--- src/rtl/inbuf_feed_ctrl.sv ---
// Loads a tile column-major into ROWS INBUFs (one-hot writes, 1-cycle latency, in_ready stalls upstream),
// then strobes per-row reads; diagonal skew across rows only when INBUF_FEED_SKEW_EN is defined.
module inbuf_feed_ctrl #(
    parameter int ROWS    = 4,
    parameter int WORDLEN = 8,
    parameter int VECLEN  = 8
) (
    input  logic               clk,
    input  logic               rst,
    input  logic               start,
    input  logic               in_valid,
    input  logic [WORDLEN-1:0] in_data,
    output logic               in_ready,
    output logic [ROWS-1:0]    buf_write,
    output logic [WORDLEN-1:0] buf_din,
    output logic [ROWS-1:0]    buf_read,
    output logic               array_en,
    output logic               busy,
    output logic               done
);

    localparam logic [2:0] IDLE   = 3'd0;
    localparam logic [2:0] LOAD   = 3'd1;
    localparam logic [2:0] SETTLE = 3'd2;
    localparam logic [2:0] STREAM = 3'd3;
    localparam logic [2:0] DONE   = 3'd4;

    localparam int NWORDS = ROWS * VECLEN;
    localparam int WCW    = $clog2(NWORDS + 1);
    localparam int SCW    = $clog2(VECLEN + ROWS);
    localparam int RW     = $clog2(ROWS);
`ifdef INBUF_FEED_SKEW_EN
    localparam int SLEN   = VECLEN + ROWS - 1;
`else
    localparam int SLEN   = VECLEN;
`endif
    localparam logic [WCW-1:0] WLAST = WCW'(NWORDS - 1);
    localparam logic [SCW-1:0] SLAST = SCW'(SLEN - 1);
    localparam logic [RW-1:0]  RLAST = RW'(ROWS - 1);

    logic [2:0]      state, state_n;
    logic [WCW-1:0]  wcnt, wcnt_n;
    logic [RW-1:0]   row, row_n;
    logic [SCW-1:0]  scnt, scnt_n;
    logic [ROWS-1:0] rd_n;
    logic            accept;

    assign accept = (state == LOAD) && in_valid;

    always_comb begin
        state_n = state;
        wcnt_n  = wcnt;
        row_n   = row;
        scnt_n  = scnt;
        case (state)
            IDLE: begin
                wcnt_n = '0;
                row_n  = '0;
                if (start) state_n = LOAD;
            end
            LOAD: begin
                if (in_valid) begin
                    wcnt_n = wcnt + WCW'(1);
                    row_n  = (row == RLAST) ? '0 : row + RW'(1);
                    if (wcnt == WLAST) state_n = SETTLE;
                end
            end
            SETTLE: begin
                state_n = STREAM;
                scnt_n  = '0;
            end
            STREAM: begin
                if (scnt == SLAST) state_n = DONE;
                else               scnt_n  = scnt + SCW'(1);
            end
            DONE:    state_n = IDLE;
            default: state_n = IDLE;
        endcase
    end

    // Read strobes are computed from next state so the registered output lines up with STREAM.
    always_comb begin
        rd_n = '0;
        if (state_n == STREAM) begin
`ifdef INBUF_FEED_SKEW_EN
            for (int r = 0; r < ROWS; r++)
                rd_n[r] = (int'(scnt_n) >= r) && (int'(scnt_n) < r + VECLEN);
`else
            rd_n = '1;
`endif
        end
    end

    always_ff @(posedge clk or posedge rst) begin
        if (rst) begin
            state     <= IDLE;
            wcnt      <= '0;
            row       <= '0;
            scnt      <= '0;
            in_ready  <= 1'b0;
            buf_write <= '0;
            buf_din   <= '0;
            buf_read  <= '0;
            array_en  <= 1'b0;
            busy      <= 1'b0;
            done      <= 1'b0;
        end else begin
            state    <= state_n;
            wcnt     <= wcnt_n;
            row      <= row_n;
            scnt     <= scnt_n;
            in_ready <= (state_n == LOAD);
            if (accept) begin
                buf_write <= ROWS'(1) << row;
                buf_din   <= in_data;
            end else begin
                buf_write <= '0;
            end
            buf_read <= rd_n;
            array_en <= (state_n == STREAM);
            busy     <= (state_n != IDLE);
            done     <= (state_n == DONE);
        end
    end

endmodule
--- config.mk ---
export PLATFORM = sky130hd
export DESIGN_NAME = inbuf_feed_ctrl
export DESIGN_NICKNAME = d
export VERILOG_FILES = /design/src/rtl/inbuf_feed_ctrl.sv
export SDC_FILE = /design/constraint.sdc
export NUM_CORES = 1
export LEC_CHECK = 0
export CAP_MARGIN = 30
export CORE_MARGIN = 8
export CORE_UTILIZATION = 44
export CTS_CLUSTER_SIZE = 12
export DETAILED_ROUTE_END_ITERATION = 8
export PLACE_DENSITY = 0.79
export REMOVE_ABC_BUFFERS = 1
export SLEW_MARGIN = 15
export SYNTH_ARGS = -nofsm -noshare
export SYNTH_HDL_FRONTEND = slang
export SYNTH_SLANG_ARGS = --single-unit
--- constraint.sdc ---
create_clock -name clk -period 1.6 [get_ports clk]
set_clock_uncertainty 0.05 [all_clocks]
set_input_delay 0.32 -clock clk [delete_from_list [all_inputs] [get_ports clk]]
set_output_delay 0.32 -clock clk [all_outputs]
set_load 0.05 [all_outputs]
* Word level (Yosys, flattened, before mapping)
Cells that the tools add are included.
Operators by class: add/subtract/negate cells 3, equal/unequal tests 11, shift-type cells 1, mux-type cells 14, reduce and logical (&&, ||, !) cells 7
Operators with widths (number):
- two-way mux 3 bit | 4
- two-way mux 4 bit | 3
- case mux 3 bit (4 select lines) | 1
- case mux 6 bit (2 select lines) | 1
- equality test 3 x 2 -> 1 bit (second input constant) | 3
- case mux 4 bit (2 select lines) | 1
- adder 6 x 1 -> 6 bit (second input constant) | 1
- equality test 3 x 1 -> 1 bit (second input constant) | 2
- equality test 6 x 5 -> 1 bit (second input constant) | 1
- two-way mux 6 bit | 1
- adder 4 x 1 -> 4 bit (second input constant) | 1
- equality test 4 x 3 -> 1 bit (second input constant) | 1
- two-way mux 2 bit | 2
- != test 2 bit (second input constant) | 2
- case mux 2 bit (2 select lines) | 1
- AND reduction 2 bit | 2
- nonzero test 2 bit | 2
- left shift 1 x 2 -> 4 bit (first input constant) | 1
- equality test 3 bit (second input constant) | 1
- logical NOT 3 bit | 1
- nonzero test 3 bit | 1
- adder 2 x 1 -> 2 bit (second input constant) | 1
- equality test 2 bit (second input constant) | 1
- logical AND 1 bit | 1
Storage, ports and cells: register bits 35, input port bits 12, output and inout bits 20, logic and storage cells 47

* Depth between registers and ports, before layout
word-level depth 6, gate-level depth with buffers 5, depth with buffers taken out 4

* Worst setup path before layout
OpenSTA, ideal clock, no wires.
path type register to register, start register state[2], end register wcnt[5], library setup time 0.069 ns, data arrival time 1.409 ns, data required time 1.481 ns, setup slack 0.072 ns, stages on the path, launching flop included 6, path buffers 2, period minus slack after synthesis 1.528 ns, cell sequence dfrtp_1 buf_6 or2_1 buf_6 or4_1 nand3_1
On the way: longest elaborated chain between the ends 3, elaborated cells between the ends (all ways) 6, classes of those cells 2 x eq/ne; 1 x mux; 3 x reduce/logical
RTL lines:
- start, declared | RTL line 41 | logic [2:0] state, state_n;
- start signal, assigned | RTL line 108 | state <= state_n;
- equality test 3 x 1 -> 1 bit or logical NOT 3 bit (tied branches) | RTL line 55 | case (state)
- != test 2 bit (no source line) or nonzero test 2 bit (tied branches)
- AND reduction 2 bit (no source line)
- end signal, assigned | RTL line 109 | wcnt <= wcnt_n;
- end, declared | RTL line 42 | logic [WCW-1:0] wcnt, wcnt_n;
Parallel ways exist; a longest one is shown, timed or not. A chain may end at the register's enable or synchronous reset.

* Final worst setup path
start register scnt[0], end register scnt[1]
On the way: longest elaborated chain between the ends 3, elaborated cells between the ends (all ways) 6, classes of those cells 1 x add/sub; 2 x eq/ne; 2 x mux; 1 x reduce/logical
RTL lines:
- start, declared | RTL line 44 | logic [SCW-1:0] scnt, scnt_n;
- start signal, assigned | RTL line 111 | scnt <= scnt_n;
- adder 4 x 1 -> 4 bit or equality test 4 x 3 -> 1 bit (tied branches) | RTL line 74, 73
- two-way mux 4 bit or != test 2 bit (tied branches)
- case mux 4 bit (2 select lines) or AND reduction 2 bit (tied branches)
Parallel ways exist; a longest one is shown, timed or not. The select of a mux whose other input is x is not followed.

==> qor.txt <==
Tot Pwr - 2.122 mW
R2R Setup Slk - 0.07 ns
clock-pin slew on the worst setup and hold paths - 0.09 ns
fraction of layout cells with a size suffix above 1 - 32.52%
Mapped Cells - 122
Clock Path Buffers - 2
max_cap viols - 0
starting density of the core - 46.67%
top-area cell type share of the netlist area - 54.01%
unrepaired setup endpoints after global routing - no
DR iter-0 viols - 29
CTS tree - yes
Crit. End Element - flip-flop
period utilization - 95.51%
Routed Antenna Nets - 0
main area contributors after synthesis - dfrtp_1 54%, mux2_2 8.6%, ha_1 5.2%, a22o_1 3.7%, mux2i_1 2.1%
largest net degree at the start of global routing - 32
# rows - 20
Max Fanout on Critical Path - 5
CP max stage cell - dfrtp_1
crit path DAT - 1.71 ns
hold_ws - 0.3045 ns
CTS H-tree lvls - 2
slowest stage delay, CP - 0.43 ns
Hold WC Path Type - input port to async pin
Die Ht - 73.14 um
Wirelength per Cell - 15.31 um
top-count cell post-synth - dfrtp_1
flops & latches, synth - 31
Fin Setup TNS - 0 ns
dpl ws - -0.1490 ns
Net count, final - 181
CP Class - flip-flop to flip-flop
CP Buf/Inv Count - 0
family with the most delay on the worst path - flip-flops
clock root buffer - clkbuf_4
fin crit period - 1.528 ns
GRT Total Usage - 13.49%
worst setup margin - 0.07186 ns
initial antenna violation count - 0
Max Slew Vio Count - 0
post-CTS setup buffer count - 0
vias in the first global route - 1171
Clock Sinks - 31
HPWL Detailed - 2445 um
worst rel slew slack - 71.30%
clk_lat worst skew - 0.34 ns
Synth area leader - dfrtp_1
crit start category - flip-flop
total CTS buffers - 5
Max Freq - 654.4 MHz
Worst Tran Pin Value - 0.4308 ns
FFs w/ async S/R, synth - 100.0%
ANT cells - 0
Die Wd - 73.14 um
global-route wire length before repair - 5457 um
total grt overflow - 0
worst path required time - 1.78 ns
core box area - 3078 um2
Post-Syn Area - 1436 um2
final setup vio count - 0
vias - 1089
sequential-to-total area share from yosys stat - 54.01%
Area growth syn-to-layout - 47.39%
Finished Core Util - 68.78%
ys flop type - dfrtp_1
Yosys cell types - 31
Synth Area per Inst - 11.77 um2
die area - 5349 um2
RD Place Congestion - 0.7817
DRT Pass-1 Iters - 4
Cell Chain, Critical Path - ha_1 > nand3b_1 > mux2_2 > a22o_1
DR DRC count - 0
peak supply drop - 0.6855 mV
Ys Warns - 0
Final Hold Violating Endpoints - 0
leakage - 0.9399 nW
Detailed Route WL - 3170 um
outcome - finished, final reports clean
Via density - 5.261
Ports - 32
port buffer count - 31
number of flops mapped to enable cells by yosys - 0
synth cell count leaders - 31 x dfrtp_1, 11 x mux2_2
Pwr Density - 1002 nW/um2
-- path summary, 6_finish.rpt --
kind	cells past startpoint	end	from
hold reg to reg	1	busy	state[2]
hold / removal	3	buf_write[1]	rst
setup reg to reg	4	scnt[1]	scnt[0]
min in group clk	1	busy	state[2]
setup / recovery	4	scnt[1]	scnt[0]
max in group asynchronous	3	done	rst
-- layer usage --
layer / wire, um / vias up / GRT usage, %
li1: - / 508 / -
met1: 1207 / 545 / 13.26
met2: 1607 / 31 / 22.74
met3: 298 / 5 / 7.280
met4: 57 / 0 / 6.222
met5: 0 / - / 0
-- state kept, by name, summed over array words and instances, names as in the netlist --
name / cells
row: 2
state: 3
done: 1
buf_read: 1
buf_din: 8
wcnt: 6
buf_write: 4
busy: 1
in_ready: 1
scnt: 4
-- through the flow --
stage / cell area, um2 / std cells
5_1_grt: 2117 / 207
3_5_place_dp: 2056 / 200
4_1_cts: 2112 / 207
2_1_floorplan: 1368 / 112
6_report: 2117 / 207
3_3_place_gp: 2056 / 200
-- placed cells by master, fill, tap and decap left out --
cell type,netlist,final
nor3b_1,1,1
clkinv_2,0,1
nor3_1,6,5
nor2_1,6,6
o31ai_1,1,1
and3b_1,1,1
nand3_1,4,4
and2_1,4,4
and4bb_2,1,1
o211ai_1,1,1
ha_1,6,6
o32ai_1,1,1
a31oi_1,1,1
nand2_1,5,5
nand4_1,3,3
a211oi_1,2,2
clkdlybuf4s50_1,0,11
or4_1,2,2
inv_1,5,5
nor3_2,0,1
clkbuf_4,0,5
buf_12,0,22
dfrtp_1,31,31
a22o_1,6,6
a21oi_1,3,3
nand2b_1,3,3
buf_4,4,11
nand3b_1,1,1
or2_1,2,2
mux2_2,11,11
mux2i_1,3,3
nor2b_1,1,1
a21o_1,1,1
clkbuf_8,0,1
-- worst reg2reg max path: cells and delay by family, from the launching register on --
family / cells / cell delay [ns]
and+or+nand+nor: 1 / 0.15
DFF: 1 / 0.43
muxes: 1 / 0.35
AOI/OAI and AO/OA: 1 / 0.17
adders and majority gates: 1 / 0.27
-- final cells by class --
type | count | area, um2
Clock buffer | 6 | 51.30
Clock inverter | 1 | 5.005
Fill cell | 227 | 960.9
Inverter | 5 | 18.77
Multi-Input combinational cell | 76 | 578.1
Sequential cell | 31 | 775.7
Tap cell | 44 | 55.05
Timing Repair Buffer | 44 | 633.1
-- what timing repair did --
item | 4_1_cts | 5_1_grt
hold buffers | 0 | 0
gates resized for setup | 0 | 1
setup endpoints to repair | 0 | 1
-- where the power goes --
part           internal (mW)  total (mW)  switching [mW]
clock                  0.203       0.464           0.261
combinational          0.341       0.659           0.318
sequential             0.886       0.999           0.113
total                   1.43        2.12           0.691
-- logic make-up after synthesis --
group                      after synthesis  share of synthesized area (%)
and+or+nand+nor                         40                          15.59
DFF                                     31                          54.01
AOI/OAI and AO/OA                       16                          8.363
buffers and inverters                   15                          6.097
muxes                                   14                          10.71
adders and majority gates                6                          5.226
Power figures use the tool's default switching activity.
